`config.mk`:
```
export PLATFORM = sky130hd
export DESIGN_NAME = instruction_fetch_queue
export DESIGN_NICKNAME = d
export VERILOG_FILES = /design/src/rtl/instruction_fetch_queue_pkg.sv /design/src/rtl/instruction_fetch_queue_fetch_fifo.sv /design/src/rtl/instruction_fetch_queue.sv
export SDC_FILE = /design/constraint.sdc
export NUM_CORES = 1
export LEC_CHECK = 0
export ABC_CLOCK_PERIOD_IN_PS = 9600
export CAP_MARGIN = 20
export CORE_ASPECT_RATIO = 1.4
export CORE_MARGIN = 3
export CORE_UTILIZATION = 42
export DETAILED_ROUTE_END_ITERATION = 8
export MAX_ROUTING_LAYER = met4
export SYNTH_ARGS = -nofsm -noshare
export SYNTH_HDL_FRONTEND = slang
export SYNTH_SLANG_ARGS = --single-unit
```
`constraint.sdc`:
```
create_clock -name clock -period 9.6 [get_ports clock]
set_input_delay 1.92 -clock clock [delete_from_list [all_inputs] [get_ports clock]]
set_output_delay 1.92 -clock clock [all_outputs]
set_load 0.05 [all_outputs]
```
`src/rtl/instruction_fetch_queue_pkg.sv`:
```
// Shared CPU definitions used by the instruction fetch queue and its storage FIFO.
// Holds the XLEN, instruction size, NOP encoding and fetch-address helper functions.
package instruction_fetch_queue_pkg;

    localparam int XLEN       = 32;
    localparam int INSN_BYTES = 4;
    localparam logic [XLEN-1:0] NOP_INSN = 32'h0000_0013;

    // One queue entry: program counter in the upper half, instruction word in the lower half.
    typedef struct packed {
        logic [XLEN-1:0] pc;
        logic [XLEN-1:0] insn;
    } fetch_entry_t;

    function automatic logic [XLEN-1:0] align_insn_addr(input logic [XLEN-1:0] addr);
        return {addr[XLEN-1:2], 2'b00};
    endfunction

    function automatic logic [XLEN-1:0] next_fetch_addr(input logic [XLEN-1:0] addr);
        return addr + XLEN'(INSN_BYTES);
    endfunction

endpackage

```
`src/rtl/instruction_fetch_queue_fetch_fifo.sv`:
```
// fetch_fifo: DEPTH x 64-bit circular buffer of {pc, instruction} entries.
// Supports push, pop and a single-cycle flush; the caller never pops an empty or overfills a full buffer.
module fetch_fifo
    import instruction_fetch_queue_pkg::*;
#(
    parameter int DEPTH = 4
) (
    input  logic                     clock,
    input  logic                     reset,
    input  logic                     flush,
    input  logic                     push,
    input  logic [2*XLEN-1:0]        push_entry,
    input  logic                     pop,
    output logic [2*XLEN-1:0]        head_entry,
    output logic [$clog2(DEPTH):0]   count
);

    localparam int PTR_W = $clog2(DEPTH);
    localparam int CNT_W = PTR_W + 1;
    localparam logic [PTR_W-1:0] PTR_ZERO = {PTR_W{1'b0}};
    localparam logic [PTR_W-1:0] PTR_ONE  = PTR_W'(1);
    localparam logic [CNT_W-1:0] CNT_ZERO = {CNT_W{1'b0}};
    localparam logic [CNT_W-1:0] CNT_ONE  = CNT_W'(1);

    logic [2*XLEN-1:0] mem_r [DEPTH];
    logic [PTR_W-1:0]  wr_ptr_r;
    logic [PTR_W-1:0]  rd_ptr_r;
    logic [CNT_W-1:0]  count_r;

    // Pointer and occupancy state; pointers wrap naturally because DEPTH is a power of two.
    always_ff @(posedge clock) begin
        if (!reset) begin
            wr_ptr_r <= PTR_ZERO;
            rd_ptr_r <= PTR_ZERO;
            count_r  <= CNT_ZERO;
        end else if (flush) begin
            wr_ptr_r <= PTR_ZERO;
            rd_ptr_r <= PTR_ZERO;
            count_r  <= CNT_ZERO;
        end else begin
            if (push) begin
                wr_ptr_r <= wr_ptr_r + PTR_ONE;
            end else begin
                wr_ptr_r <= wr_ptr_r;
            end
            if (pop) begin
                rd_ptr_r <= rd_ptr_r + PTR_ONE;
            end else begin
                rd_ptr_r <= rd_ptr_r;
            end
            case ({push, pop})
                2'b10:   count_r <= count_r + CNT_ONE;
                2'b01:   count_r <= count_r - CNT_ONE;
                default: count_r <= count_r;
            endcase
        end
    end

    // Entry storage; when full with a simultaneous pop the write lands in the slot just consumed.
    always_ff @(posedge clock) begin
        if (reset && !flush && push) begin
            mem_r[wr_ptr_r] <= push_entry;
        end
    end

    assign head_entry = mem_r[rd_ptr_r];
    assign count      = count_r;

endmodule

```
`src/rtl/instruction_fetch_queue.sv`:
```
// Instruction fetch queue: fetches sequential words from a combinational ROM into a small FIFO.
// Optional macro FETCH_QUEUE_BYPASS_EN forwards the ROM word straight to the decoder when the queue is empty.
module instruction_fetch_queue
    import instruction_fetch_queue_pkg::*;
#(
    parameter int          DEPTH      = 4,
    parameter logic [31:0] RESET_ADDR = 32'h0000_0000
) (
    input  logic        clock,
    input  logic        reset,
    output logic [31:0] imem_addr,
    input  logic [31:0] imem_data,
    input  logic        redirect,
    input  logic [31:0] redirect_addr,
    output logic        out_valid,
    input  logic        out_ready,
    output logic [31:0] out_instruction,
    output logic [31:0] out_pc
);

    localparam int CNT_W = $clog2(DEPTH) + 1;
    localparam logic [CNT_W-1:0] DEPTH_C  = CNT_W'(DEPTH);
    localparam logic [CNT_W-1:0] CNT_ZERO = {CNT_W{1'b0}};

    logic [XLEN-1:0]   fetch_pc_r;
    logic [CNT_W-1:0]  count_s;
    logic [2*XLEN-1:0] head_entry_s;
    logic [2*XLEN-1:0] push_entry_s;
    logic              head_valid_s;
    logic              bypass_s;
    logic              fifo_pop_s;
    logic              fetch_s;
    logic              fifo_push_s;

    fetch_fifo #(
        .DEPTH (DEPTH)
    ) u_fetch_fifo (
        .clock      (clock),
        .reset      (reset),
        .flush      (redirect),
        .push       (fifo_push_s),
        .push_entry (push_entry_s),
        .pop        (fifo_pop_s),
        .head_entry (head_entry_s),
        .count      (count_s)
    );

    // Queue control: a redirect suppresses both pop and push; fetch proceeds whenever a slot is or becomes free.
    always_comb begin
        head_valid_s = (count_s != CNT_ZERO) && !redirect;
`ifdef FETCH_QUEUE_BYPASS_EN
        bypass_s     = (count_s == CNT_ZERO) && !redirect;
`else
        bypass_s     = 1'b0;
`endif
        fifo_pop_s   = head_valid_s && out_ready;
        fetch_s      = !redirect && ((count_s != DEPTH_C) || fifo_pop_s);
        // A bypassed word the decoder accepts this cycle is consumed directly, never stored.
        fifo_push_s  = fetch_s && !(bypass_s && out_ready);
        push_entry_s = {fetch_pc_r, imem_data};
    end

    // Decoder-facing outputs, forced to zero whenever nothing is presented.
    always_comb begin
        out_valid       = 1'b0;
        out_pc          = 32'h0000_0000;
        out_instruction = 32'h0000_0000;
        if (head_valid_s) begin
            out_valid       = 1'b1;
            out_pc          = head_entry_s[2*XLEN-1:XLEN];
            out_instruction = head_entry_s[XLEN-1:0];
        end
`ifdef FETCH_QUEUE_BYPASS_EN
        else if (bypass_s) begin
            out_valid       = 1'b1;
            out_pc          = fetch_pc_r;
            out_instruction = imem_data;
        end
`endif
        else begin
            out_valid       = 1'b0;
            out_pc          = 32'h0000_0000;
            out_instruction = 32'h0000_0000;
        end
    end

    // Fetch program counter: reset wins over redirect, redirect wins over sequential advance.
    always_ff @(posedge clock) begin
        if (!reset) begin
            fetch_pc_r <= RESET_ADDR;
        end else if (redirect) begin
            fetch_pc_r <= align_insn_addr(redirect_addr);
        end else if (fetch_s) begin
            fetch_pc_r <= next_fetch_addr(fetch_pc_r);
        end else begin
            fetch_pc_r <= fetch_pc_r;
        end
    end

    assign imem_addr = fetch_pc_r;

endmodule

```
# Word-level counts from Yosys, hierarchy flattened
# Memories as Yosys holds them, arrays and structs flattened. A register that Yosys moved wholly into a read port is not among the register bits.
# Index checks and enable logic that the tools add are counted.
# op_classes
add_sub_neg	5
eq_ne	3
mux	10
bitwise_logic	1
reduce_logical	11
# op_table
cell	count
$mux W32	4
$add A32 B3 Y32 const B	1
$pmux W3 S2	1
$logic_and A1 B1 Y1	5
$add A2 B1 Y2 const B	2
$mux W2	2
$reduce_bool A2 Y1	2
$add A3 B1 Y3 const B	1
$mux W1	3
$ne A3 B3 Y1 const B	1
$reduce_bool A3 Y1	1
$sub A3 B1 Y3 const B	1
$eq A2 B1 Y1 const B	1
$eq A2 B2 Y1 const B	1
$reduce_or A2 Y1	1
$logic_not A1 Y1	1
$logic_or A1 B1 Y1	1
$not A1 Y1	1
# word_totals
register_bits	39
mem_bits_rw	256
inputBits	68
output_inout_bits	97
elab_cells	36
n_memories	1
# mem_list
memory	words	word_bits	rd	rd_ports_with_merged_regs	wr	line_no	source
u_fetch_fifo.mem_r	4	64	1	1	1	instruction_fetch_queue_fetch_fifo.sv:25	logic [2*XLEN-1:0] mem_r [DEPTH];

# Depth between registers and ports, before layout
# logic_depth
word_depth	8
ltp_mapped	8
mapped_depth_nobuf	6

# Cells and area by module
# A second synthesis with hierarchy kept.
# unflattened
hier_cells	700
hier_area_um2	12120.4
# by_module_without_submodules
module	n_inst	cells_each	area_each_um2	seq_area_each_um2
fetch_fifo	1	377	9735.6	7867.5
instruction_fetch_queue	1	323	2384.8	600.6

# Worst setup path before layout
# OpenSTA, ideal clock, no wires.
# synth_path
path_type	input -> output
start	input port redirect
end	output port out_instruction[22]
arrival_time_ns	3.354
t_required_ns	7.680
path_slack_ns	4.326
cell_stages	4
n_path_buf	2
cell_sequence	buf_2 -> nor2_1 -> clkbuf_1 -> and2_1
# synth_via
elab_chain_len	3
# synth_lines
item	line_no	source
start: declaration	instruction_fetch_queue.sv:13	input logic redirect,
$logic_not A1 Y1	instruction_fetch_queue.sv:50	head_valid_s = (count_s != CNT_ZERO) && !redirect;
$logic_and A1 B1 Y1	instruction_fetch_queue.sv:50	
$mux W32	instruction_fetch_queue.sv:68	if (head_valid_s) begin
end: declaration	instruction_fetch_queue.sv:17	output logic [31:0] out_instruction,
# No other way between the ends.

# Worst setup path in the final report
# layout_path
start	input port redirect
end	output port out_pc[25]
# layout_via
elab_chain_len	3
# layout_lines
item	line_no	source
$logic_not A1 Y1	instruction_fetch_queue.sv:50	
$logic_and A1 B1 Y1	instruction_fetch_queue.sv:50	
$mux W32	instruction_fetch_queue.sv:68	
end: declaration	instruction_fetch_queue.sv:18	output logic [31:0] out_pc
# No other way between the ends.

==> results_dict.tcl <==
set metrics [dict create \
    outcome "finished clean" \
    synthXorXnorAreaFrac_pct 2.430 \
    yosysMostFrequentCell "edfxtp_1" \
    yosys-top-cells-count "248 x edfxtp_1, 64 x and2_1, 62 x mux4_2, 39 x dfxtp_1, 33 x nand2_1" \
    netlist_area_mm2 0.01153 \
    vias_per_cell 5.294 \
    die-area_mm2 0.02952 \
    firstDrtPassIters 5 \
    synth_top_area_cell "edfxtp_1" \
    finClkSkew_ns 0.007473 \
    die_x_um 146.1 \
    drt_iter0_markers 345 \
    synth_cell_types 38 \
    leakage_nw 4.568 \
    dp.final_hpwl_mm 14.62 \
    ys_top_cells_by_area "edfxtp_1 65%, mux4_2 12%, dfxtp_1 6.8%, and2_1 3.5%, xor2_1 1.8%" \
    grt_pass1_vias 6840 \
    overflow 0 \
    ys.warnings.count 0 \
    max_freq_mhz 152.8 \
    hold_end "u_fetch_fifo.wr_ptr_r[1]$_SDFFE_PP0P_" \
    p_sw_mw 0.5967 \
    grt_usage_pct 17.34 \
    synthAdderAreaFrac_pct 0.7159 \
    final_nets 902 \
    vias 6411 \
    maxCapViolCount 0 \
    rsz0062_at_grt "no" \
    setup.worst_path.end_class "output port" \
    drv_slew 0 \
    h-tree-depth 1 \
    setup_viol 0 \
    max_stage_delay_ns 0.84 \
    finalCritPeriodShare_pct 68.18 \
    clkSinkCount 287 \
    power_density_mw_per_mm2 184.7 \
    seq_power_share_pct 53.6 \
    min_period_ns 6.545 \
    antenna_found_initial 0 \
    cts_buffer_depth 3 \
    ios 165 \
    start_kind "primary input" \
    slew-limit-headroom_pct 29.24 \
    synth-seq-area-share_pct 71.33 \
    synth_mux_area_share_pct 12.11 \
    dp_cells 1162 \
    core_area_mm2 0.02701 \
    clock_latency_ns 0.53 \
    place_congestion 0.8290 \
    synthFlopType "edfxtp_1" \
    drive_gt1_share_pct 13.71 \
    hold_path.class "register to register" \
    clkTransAtPathRegs_ns 0.06 \
    finalSetupTns_ns 0 \
    path_cells "clkdlybuf4s50_1, buf_4, nor2_4, buf_4, and2_1, clkdlybuf4s50_1" \
    r2r_start "u_fetch_fifo.count[2]$_SDFFE_PP0P_" \
    cts_tree "done" \
    whs_path_depth 2 \
    worstPathArrival_ns 4.63 \
    swShare_pct 22.54 \
    start_util_pct 42.71 \
    die_h_um 202.1 \
    stdcell_count 1211 \
    setup.worst_path.class "primary input to output port" \
    clockPowerShare_pct 38.0 \
    ys_ff_latch 287 \
    port_buffers 158 \
    yosys.area_share.simple_pct 8.537 \
    multi_input_area_mm2 0.003142 \
    syn_to_final_growth_pct 24.26 \
    fillers 2262 \
    async_reset_ff_share_pct 0 \
    drc 0 \
    cpMaxStageDelayCell "clkdlybuf4s50_1" \
    synth_compound_area_share_pct 3.048 \
    post_cts_buffers 0 \
    power.internal_mw 2.050 \
    final-hold-violation-count 0 \
    detail-route-antenna-nets 0 \
    grt_max_degree 63 \
    grt_first_pass_wirelength_mm 39.27 \
    drt_wl_total_mm 24.99 \
    synth_cells 670 \
    cts_root_buf "clkbuf_16" \
    worstHoldStart "u_fetch_fifo.wr_ptr_r[1]$_SDFFE_PP0P_" \
    seq_area_mm2 0.008235 \
    critical_path_required_ns 7.68 \
    fp-row-count 71 \
    synth_area_per_cell_um2 17.22 \
    critPathMaxFanout 42 \
    cts_buffers 28 \
    crit_start "redirect" \
    wl_per_cell_um 20.64 \
    r2r-end "u_fetch_fifo.mem_r[1][47]$_DFFE_PP_" \
    synth_top_family_by_area "multiplexers" \
    combPwrFrac_pct 8.4 \
    num_antenna_cells 0 \
    peakVddDrop_uv 142.2 \
    cts.repair.resized 0 \
    r2r_cells 3 \
    synth.top_cell.area_share_pct 64.56 \
    synth_edf_count 248 \
    worst_pin_slew_ns 1.061 \
    rrSetupSlack_ns 7.00 \
    cts_hold_buf 0 \
]
-- layout by cell type (no fill, tap or decap), drive strengths merged, types with 7 or more instances in the layout --
| master | synthesis | routed |
|---|---|---|
| a21oi | 18 | 18 |
| and2 | 64 | 64 |
| and3 | 7 | 7 |
| clkbuf | 25 | 37 |
| clkdlybuf4s50 | 0 | 158 |
| clkinv | 0 | 9 |
| dfxtp | 39 | 39 |
| edfxtp | 248 | 248 |
| inv | 8 | 8 |
| mux4 | 62 | 62 |
| nand2 | 34 | 34 |
| nand3 | 20 | 20 |
| nand4 | 16 | 16 |
| nor2 | 14 | 14 |
| nor3 | 7 | 7 |
| o21ai | 37 | 37 |
| xnor2 | 8 | 8 |
| xor2 | 24 | 24 |
-- per-layer routing --
metal  vias to the layer above  routed length, µm  GRT usage [%]  part of all wire [%]
met3                        45               1431          2.848                   5.7
met1                      3258              10300          22.15                    41
met2                       208              12700          29.40                    51
li1                       2900                  -              -                     -
met4                         0                562          4.136                   2.2
met5                         -                  0              -                     0
-- per-stage QoR --
step	area (µm²)	setup WS, ns	power, mW	util, %	hold WS [ns]
floorplan	11550	4.326	1.571	-	0.4647
global placement	13480	2.961	1.663	49.90	0.4709
detailed placement	13480	2.935	1.669	49.90	0.4926
CTS	14310	2.928	2.680	52.97	0.5008
global route	14330	2.855	2.746	53.08	0.5417
finish	14330	3.055	2.647	53.08	0.5014
-- sequential cells by signal (all words and copies together), names as in the netlist, named ones only --
register / count
u_fetch_fifo.rd_ptr_r: 2
u_fetch_fifo.mem_r: 248
u_fetch_fifo.wr_ptr_r: 2
imem_addr: 30
u_fetch_fifo.count: 3
-- cell type report --
cell class | instances | area share (%)
sequential | 287 | 57.45
multi-input combinational | 340 | 21.92
timing repair buffer | 163 | 11.44
clock buffer | 37 | 5.272
tap | 365 | 3.186
clock inverter | 11 | 0.5237
inverter | 8 | 0.2095
-- worst max path at each step --
stage	to	slack (ns)	depth (start not counted)
finish	out_pc[25]	3.05	6
floorplan	out_instruction[22]	4.33	4
global route	out_pc[25]	2.86	6
CTS	out_pc[25]	2.93	6
detailed placement	out_pc[25]	2.93	6
global placement	out_instruction[29]	2.96	6
-- cell families after synthesis --
family                     count (synthesis)
buffers and inverters                     46
xor gates and xnor gates                  32
other                                      2
adders and majority gates                  6
AOI/OAI and AO/OA                         63
and+or+nand+nor                          172
muxes                                     62
DFF                                      287
-- power groups by stage --
stage | sequential [mW] | clock [mW] | combinational [mW]
after floorplan | 1.46 | 0 | 0.106
after global placement | 1.44 | 0 | 0.222
after detailed placement | 1.44 | 0 | 0.225
after CTS | 1.42 | 1.04 | 0.226
after global routing | 1.42 | 1.09 | 0.237
final | 1.42 | 1.01 | 0.222
-- worst max-delay path: cells and delay by family --
family	cells	cell delay (ns)
buffers and inverters	4	1.95
AND/OR/NAND/NOR	2	0.73
Power figures use the tool's default switching activity.
